==> src/rtl/multicycle_control_pkg.sv <==
// Shared control definitions: state encodings, opcode/funct values,
// ALU operation codes and datapath mux-select codes.
package multicycle_control_pkg;

  typedef enum logic [3:0] {
    S_IDLE   = 4'd0,
    S_FETCH  = 4'd1,
    S_DECODE = 4'd2,
    S_EXEC   = 4'd3,
    S_MEM_RD = 4'd4,
    S_MEM_WR = 4'd5,
    S_WB_ALU = 4'd6,
    S_WB_MEM = 4'd7,
    S_TRAP   = 4'd8
  } state_t;

  // Instruction class latched in DECODE; CLS_NONE is the cleared value.
  typedef enum logic [2:0] {
    CLS_NONE    = 3'd0,
    CLS_RTYPE   = 3'd1,
    CLS_LW      = 3'd2,
    CLS_SW      = 3'd3,
    CLS_ADDI    = 3'd4,
    CLS_BEQ     = 3'd5,
    CLS_J       = 3'd6,
    CLS_ILLEGAL = 3'd7
  } instr_class_t;

  localparam logic [5:0] OP_RTYPE = 6'b000000;
  localparam logic [5:0] OP_LW    = 6'b100011;
  localparam logic [5:0] OP_SW    = 6'b101011;
  localparam logic [5:0] OP_ADDI  = 6'b001000;
  localparam logic [5:0] OP_BEQ   = 6'b000100;
  localparam logic [5:0] OP_J     = 6'b000010;

  localparam logic [5:0] FN_ADD = 6'b100000;
  localparam logic [5:0] FN_SUB = 6'b100010;
  localparam logic [5:0] FN_AND = 6'b100100;
  localparam logic [5:0] FN_OR  = 6'b100101;
  localparam logic [5:0] FN_SLT = 6'b101010;

  localparam logic [3:0] ALU_ADD = 4'b0000;
  localparam logic [3:0] ALU_SUB = 4'b0001;
  localparam logic [3:0] ALU_AND = 4'b0010;
  localparam logic [3:0] ALU_SLT = 4'b0100;
  localparam logic [3:0] ALU_OR  = 4'b0101;
  localparam logic [3:0] ALU_NOP = 4'b1000;

  localparam logic [1:0] SRCB_REG     = 2'b00;
  localparam logic [1:0] SRCB_FOUR    = 2'b01;
  localparam logic [1:0] SRCB_IMM     = 2'b10;
  localparam logic [1:0] SRCB_IMM_SH2 = 2'b11;

  localparam logic [1:0] PCSRC_ALU    = 2'b00;
  localparam logic [1:0] PCSRC_ALUOUT = 2'b01;
  localparam logic [1:0] PCSRC_JUMP   = 2'b10;

endpackage

==> src/rtl/instr_decode.sv <==
// Combinational opcode/funct classifier. Anything not recognised,
// including an all-zero R-type word, classifies as illegal.
module instr_decode
  import multicycle_control_pkg::*;
(
  input  logic [5:0]   op_in,
  input  logic [5:0]   func_in,
  output instr_class_t cls_out,
  output logic [3:0]   alu_op_out
);

  // Classify the instruction and pick the R-type ALU operation.
  always_comb begin
    cls_out    = CLS_ILLEGAL;
    alu_op_out = ALU_NOP;
    case (op_in)
      OP_RTYPE: begin
        case (func_in)
          FN_ADD: begin cls_out = CLS_RTYPE; alu_op_out = ALU_ADD; end
          FN_SUB: begin cls_out = CLS_RTYPE; alu_op_out = ALU_SUB; end
          FN_AND: begin cls_out = CLS_RTYPE; alu_op_out = ALU_AND; end
          FN_OR:  begin cls_out = CLS_RTYPE; alu_op_out = ALU_OR;  end
          FN_SLT: begin cls_out = CLS_RTYPE; alu_op_out = ALU_SLT; end
          default: begin cls_out = CLS_ILLEGAL; alu_op_out = ALU_NOP; end
        endcase
      end
      OP_LW:   cls_out = CLS_LW;
      OP_SW:   cls_out = CLS_SW;
      OP_ADDI: cls_out = CLS_ADDI;
      OP_BEQ:  cls_out = CLS_BEQ;
      OP_J:    cls_out = CLS_J;
      default: cls_out = CLS_ILLEGAL;
    endcase
  end

endmodule

==> src/rtl/multicycle_control.sv <==
// Multicycle processor control unit. Moore FSM; strobes decode from the
// registered state and latched class. The only input-dependent strobes are
// the FETCH ir/pc writes (gated by memory completion), the J pc write in
// DECODE (class not latched yet) and the BEQ pc write in EXEC (zero flag).
module multicycle_control
  import multicycle_control_pkg::*;
(
  input  logic        clk,
  input  logic        rst_n,
  input  logic        run_in,
  input  logic [5:0]  op_in,
  input  logic [5:0]  func_in,
  input  logic        zero_in,
  input  logic        mem_ready_in,
  output logic        pc_write_out,
  output logic        ir_write_out,
  output logic        mem_read_out,
  output logic        mem_write_out,
  output logic        iord_out,
  output logic        reg_write_out,
  output logic        reg_dst_out,
  output logic        mem_to_reg_out,
  output logic        alu_src_a_out,
  output logic [1:0]  alu_src_b_out,
  output logic [1:0]  pc_src_out,
  output logic [3:0]  alu_cntrl_out,
  output logic [3:0]  state_out,
  output logic        illegal_out,
  output logic [15:0] instr_count_out
);

  state_t       state_q;
  instr_class_t cls_q;
  instr_class_t dec_cls;
  logic [3:0]   alu_q;
  logic [3:0]   dec_alu;
  logic [15:0]  count_q;
  logic         illegal_q;

  instr_decode u_instr_decode (
    .op_in      (op_in),
    .func_in    (func_in),
    .cls_out    (dec_cls),
    .alu_op_out (dec_alu)
  );

  // State register, latched instruction class, retire counter and trap flag.
  always_ff @(posedge clk) begin
    if (!rst_n) begin
      state_q   <= S_IDLE;
      cls_q     <= CLS_NONE;
      alu_q     <= ALU_NOP;
      count_q   <= 16'd0;
      illegal_q <= 1'b0;
    end else begin
      case (state_q)
        S_IDLE: if (run_in) state_q <= S_FETCH;
        S_FETCH: if (mem_ready_in) state_q <= S_DECODE;
        S_DECODE: begin
          cls_q <= dec_cls;
          alu_q <= dec_alu;
          case (dec_cls)
            CLS_J: begin
              count_q <= count_q + 16'd1;
              state_q <= run_in ? S_FETCH : S_IDLE;
            end
            CLS_ILLEGAL: begin
              illegal_q <= 1'b1;
              state_q   <= S_TRAP;
            end
            default: state_q <= S_EXEC;
          endcase
        end
        S_EXEC: begin
          case (cls_q)
            CLS_RTYPE, CLS_ADDI: state_q <= S_WB_ALU;
            CLS_LW:              state_q <= S_MEM_RD;
            CLS_SW:              state_q <= S_MEM_WR;
            CLS_BEQ: begin
              count_q <= count_q + 16'd1;
              state_q <= run_in ? S_FETCH : S_IDLE;
            end
            default: begin
              illegal_q <= 1'b1;
              state_q   <= S_TRAP;
            end
          endcase
        end
        S_MEM_RD: if (mem_ready_in) state_q <= S_WB_MEM;
        S_MEM_WR: begin
          if (mem_ready_in) begin
            count_q <= count_q + 16'd1;
            state_q <= run_in ? S_FETCH : S_IDLE;
          end
        end
        S_WB_ALU, S_WB_MEM: begin
          count_q <= count_q + 16'd1;
          state_q <= run_in ? S_FETCH : S_IDLE;
        end
        S_TRAP: state_q <= S_TRAP;
        default: begin
          illegal_q <= 1'b1;
          state_q   <= S_TRAP;
        end
      endcase
    end
  end

  // Datapath strobes and selects from the current state.
  always_comb begin
    pc_write_out   = 1'b0;
    ir_write_out   = 1'b0;
    mem_read_out   = 1'b0;
    mem_write_out  = 1'b0;
    iord_out       = 1'b0;
    reg_write_out  = 1'b0;
    reg_dst_out    = 1'b0;
    mem_to_reg_out = 1'b0;
    alu_src_a_out  = 1'b0;
    alu_src_b_out  = SRCB_REG;
    pc_src_out     = PCSRC_ALU;
    alu_cntrl_out  = ALU_NOP;
    case (state_q)
      S_FETCH: begin
        mem_read_out  = 1'b1;
        alu_src_b_out = SRCB_FOUR;
        alu_cntrl_out = ALU_ADD;
        ir_write_out  = mem_ready_in;
        pc_write_out  = mem_ready_in;
      end
      S_DECODE: begin
        alu_src_b_out = SRCB_IMM_SH2;
        alu_cntrl_out = ALU_ADD;
        if (dec_cls == CLS_J) begin
          pc_write_out = 1'b1;
          pc_src_out   = PCSRC_JUMP;
        end
      end
      S_EXEC: begin
        case (cls_q)
          CLS_RTYPE: begin
            alu_src_a_out = 1'b1;
            alu_src_b_out = SRCB_REG;
            alu_cntrl_out = alu_q;
          end
          CLS_LW, CLS_SW, CLS_ADDI: begin
            alu_src_a_out = 1'b1;
            alu_src_b_out = SRCB_IMM;
            alu_cntrl_out = ALU_ADD;
          end
          CLS_BEQ: begin
            alu_src_a_out = 1'b1;
            alu_src_b_out = SRCB_REG;
            alu_cntrl_out = ALU_SUB;
            pc_src_out    = PCSRC_ALUOUT;
            pc_write_out  = zero_in;
          end
          default: alu_cntrl_out = ALU_NOP;
        endcase
      end
      S_MEM_RD: begin
        iord_out     = 1'b1;
        mem_read_out = 1'b1;
      end
      S_MEM_WR: begin
        iord_out      = 1'b1;
        mem_write_out = 1'b1;
      end
      S_WB_ALU: begin
        reg_write_out = 1'b1;
        reg_dst_out   = (cls_q == CLS_RTYPE);
      end
      S_WB_MEM: begin
        reg_write_out  = 1'b1;
        mem_to_reg_out = 1'b1;
      end
      default: alu_cntrl_out = ALU_NOP;
    endcase
  end

  assign state_out       = state_q;
  assign illegal_out     = illegal_q;
  assign instr_count_out = count_q;

endmodule

==> config.mk <==
export PLATFORM = sky130hd
export DESIGN_NAME = multicycle_control
export DESIGN_NICKNAME = d
export VERILOG_FILES = /design/src/rtl/multicycle_control_pkg.sv /design/src/rtl/instr_decode.sv /design/src/rtl/multicycle_control.sv
export SDC_FILE = /design/constraint.sdc
export NUM_CORES = 1
export LEC_CHECK = 0
export BUFFER_PORTS_ARGS = -buffer_cell sky130_fd_sc_hd__buf_2
export CELL_PAD_IN_SITES_DETAIL_PLACEMENT = 1
export CELL_PAD_IN_SITES_GLOBAL_PLACEMENT = 2
export CORE_ASPECT_RATIO = 1.25
export CORE_MARGIN = 4
export CORE_UTILIZATION = 29
export DETAILED_ROUTE_END_ITERATION = 10
export GPL_TIMING_DRIVEN = 1
export PLACE_DENSITY_LB_ADDON = 0.1
export SYNTH_ARGS = -nofsm -noshare
export SYNTH_HDL_FRONTEND = slang
export SYNTH_SLANG_ARGS = --single-unit
==> constraint.sdc <==
create_clock -name clk -period 1.9 [get_ports clk]
set_input_delay 0.285 -clock clk [delete_from_list [all_inputs] [get_ports clk]]
set_output_delay 0.285 -clock clk [all_outputs]
set_load 0.02 [all_outputs]
==> out/metrics.cfg <==
[route]
post_drt_wl_per_cell_microns=15.79
highest_layer=met4
viasPerCell=5.389
dr.pass1.iters=4
wl_met3_microns=168
wl_met1_microns=2754
drc=0
route.met2.wl_microns=3292
ant_nets=0
drt_wl_total_microns=6251
vias=2134
drt_iter0_markers=31

[die]
num_io_pins=55
dieArea_sq_um=8163
chipHeight_microns=100.0
fp.dieW_microns=81.62
start_util=0.2992
core-area_sq_um=6565
row_count=33

[setup_path]
crit_slowest_cell=or3_4
worstSetupPathType=flip-flop to output port
crit_chain=buf_6 -> or3_4 -> a311oi_2 -> buf_4
crit_required_ns=1.62
critPathLaunch=cls_q[0]
end_kind=output port
start_kind=flip-flop
critPathMaxFanout=5
critical_path_arrival_ns=1.59
cpPeakStageDelay_ns=0.38
r2r-start=cls_q[2]

[synth]
yosys_warnings=0
yosys.area_share.adder=0.006369
ys.flop_type=dfxtp_1
synth_compound_gate_area_share=0.2287
synth-xor-area-share=0.02229
syn_inst=250
synth-seq-cells=28
syn_area_per_cell_sq_um=7.858
synth_nets=268
synth_mux_area_frac=0.03057
async_reset_ff_frac=0
synth_top_family_by_area=simple AND/OR/NAND/NOR gates
ys_top_cells_by_area=dfxtp_1, nand2_1, a21oi_1
synthesis.area_sq_um=1964
synth_edf_count=0
yosysSeqAreaShare=0.2854
yosysTopAreaCell=dfxtp_1
synth_top_area_share=0.2854
synth-simple-area-share=0.3637
yosysUniqueCellTypes=58

[global_routing]
grt_usage=0.1555
grt_max_degree=27
grt_pass1_wl_microns=10150
antenna_found_initial=0
grt_pass1_vias=2076
grt_overflow=0

[layout]
final_util=0.3985
nets=328
area_growth_pct=33.18
diodes=0
layout-drive-gt1-share=0.3463
layout_common_cells=buf_2, dfxtp_1, nand2_1, buf_4
final_common_cell=buf_2

[clocking]
clkTransAtPathRegs_ns=0.10
cts_tree=yes
clk_latency_ns=0.28
cts_root_buf=clkbuf_8
cts_num_sinks=28
postCtsHoldBufs=0
clockBufferDepth=2
cts-buffers-inserted=3
cts_max_level=1

[pwr]
p_sw_mw=0.4878
p_leak_nw=1.026
pwr-share-comb=0.310
pwr_density_cell_nw_per_um2=561.3
pwr-share-seq=0.434
vdd_drop_max_mv=0.2813
cellInternalPower_mw=0.9808
pwr-share-clk=0.256
switching_share=0.3321

[timing]
setup_viol=0
relSlewSlack=0.6900
layout_min_cycle_time_ns=1.879
holdWs_ns=0.2415
grt_setup_unrepaired=yes
clock_skew_ns=0.009879
final_hold_viol_count=0
fmax_ghz=0.5323
period_share=0.9887
maxSlewViolCount=0
tightestPinTransition_ns=0.4651

[place]
place.gp.congestion=0.8457
dp_hpwl_microns=4794
numPortBuffers=54

[flow_run]
cap_violations=0

[run_status]
outcome=finished, final reports clean

[hold_path]
hold_start=func_in[1]
hold_path.class=primary input to flip-flop

synthesized netlist by cell type (3+ instances only):
library cell	instances
a21oi_1	15
a32oi_1	3
and2_1	4
and3_1	7
buf_2	3
clkbuf_1	10
dfxtp_1	28
inv_1	10
mux2i_1	6
nand2_1	21
nand2b_1	11
nand3_1	13
nand4_1	4
nor2_1	15
nor2b_1	5
nor3_1	6
nor3b_1	4
nor4_1	7
o21ai_0	9
o31ai_1	6
or3_1	4
or4_1	7
xnor2_1	4
state kept, by name (all words and copies together), names as in the netlist:
register         count
state_out            4
instr_count_out     16
alu_q                4
cls_q                3
illegal_out          1
per-layer routing:
metal / track usage / vias up
met5: 0 / -
met4: 0.03069 / 0
met3: 0.01616 / 2
met2: 0.2773 / 29
met1: 0.2006 / 1036
li1: - / 1067
worst paths after layout:
check	to	slack, ns	cells past startpoint
setup / recovery	alu_src_b_out[1]	0.02	4
hold / removal	alu_q[1]	0.24	2
setup reg to reg	instr_count_out[6]	0.08	6
hold reg to reg	alu_q[2]	0.48	2
final cells by class:
cell class / count / area (sq um)
clock buffer: 4 / 55.05
fill: 804 / 3949
inverter: 10 / 40.04
multi-input combinational: 194 / 1369
sequential: 28 / 570.5
tap: 87 / 108.9
timing repair buffer: 73 / 473.0
worst max-delay path: cells and delay by family, from the launching register on:
kind	cells	cell delay (ns)
AO/OA/AOI/OAI	1	0.26
flip-flops	1	0.37
AND/OR/NAND/NOR	1	0.38
buffers and inverters	2	0.31
metrics by stage:
| stage | TNS (ns) | worst slack (ns) | power [mW] | cells | instance area [sq um] |
|---|---|---|---|---|---|
| after CTS | 0 | 0.004378 | 1.468 | 394 | 2535 |
| after global routing | -0.1631 | -0.04330 | 1.555 | 396 | 2616 |
| after global placement | 0 | 0.09327 | 1.062 | 389 | 2424 |
| after floorplan | -0.1790 | -0.05453 | 0.8985 | 250 | 1986 |
| final | 0 | 0.02149 | 1.469 | 396 | 2616 |
| after detailed placement | 0 | 0.06321 | 1.063 | 389 | 2424 |
kinds of logic after synthesis:
family | Yosys count
AO/OA/AOI/OAI | 60
XOR/XNOR | 5
adder cells (fa/ha/maj) | 1
buffers and inverters | 28
flip-flops | 28
multiplexers | 6
AND/OR/NAND/NOR | 122
timing repair:
action,in CTS,in global routing
setup endpoints to repair,7,13
resized for setup,17,19
pin swaps,1,4
endpoints found under the hold margin,0,0
buffers inserted,1,2
power groups by stage:
stage	Clock [mW]	Sequential [mW]	Combinational (mW)
global placement	0	0.647	0.415
CTS	0.392	0.637	0.439
global route	0.415	0.642	0.499
detailed placement	0	0.647	0.415
finish	0.376	0.638	0.455
floorplan	0	0.651	0.247
Note: power is estimated with default switching activity, not from simulation.
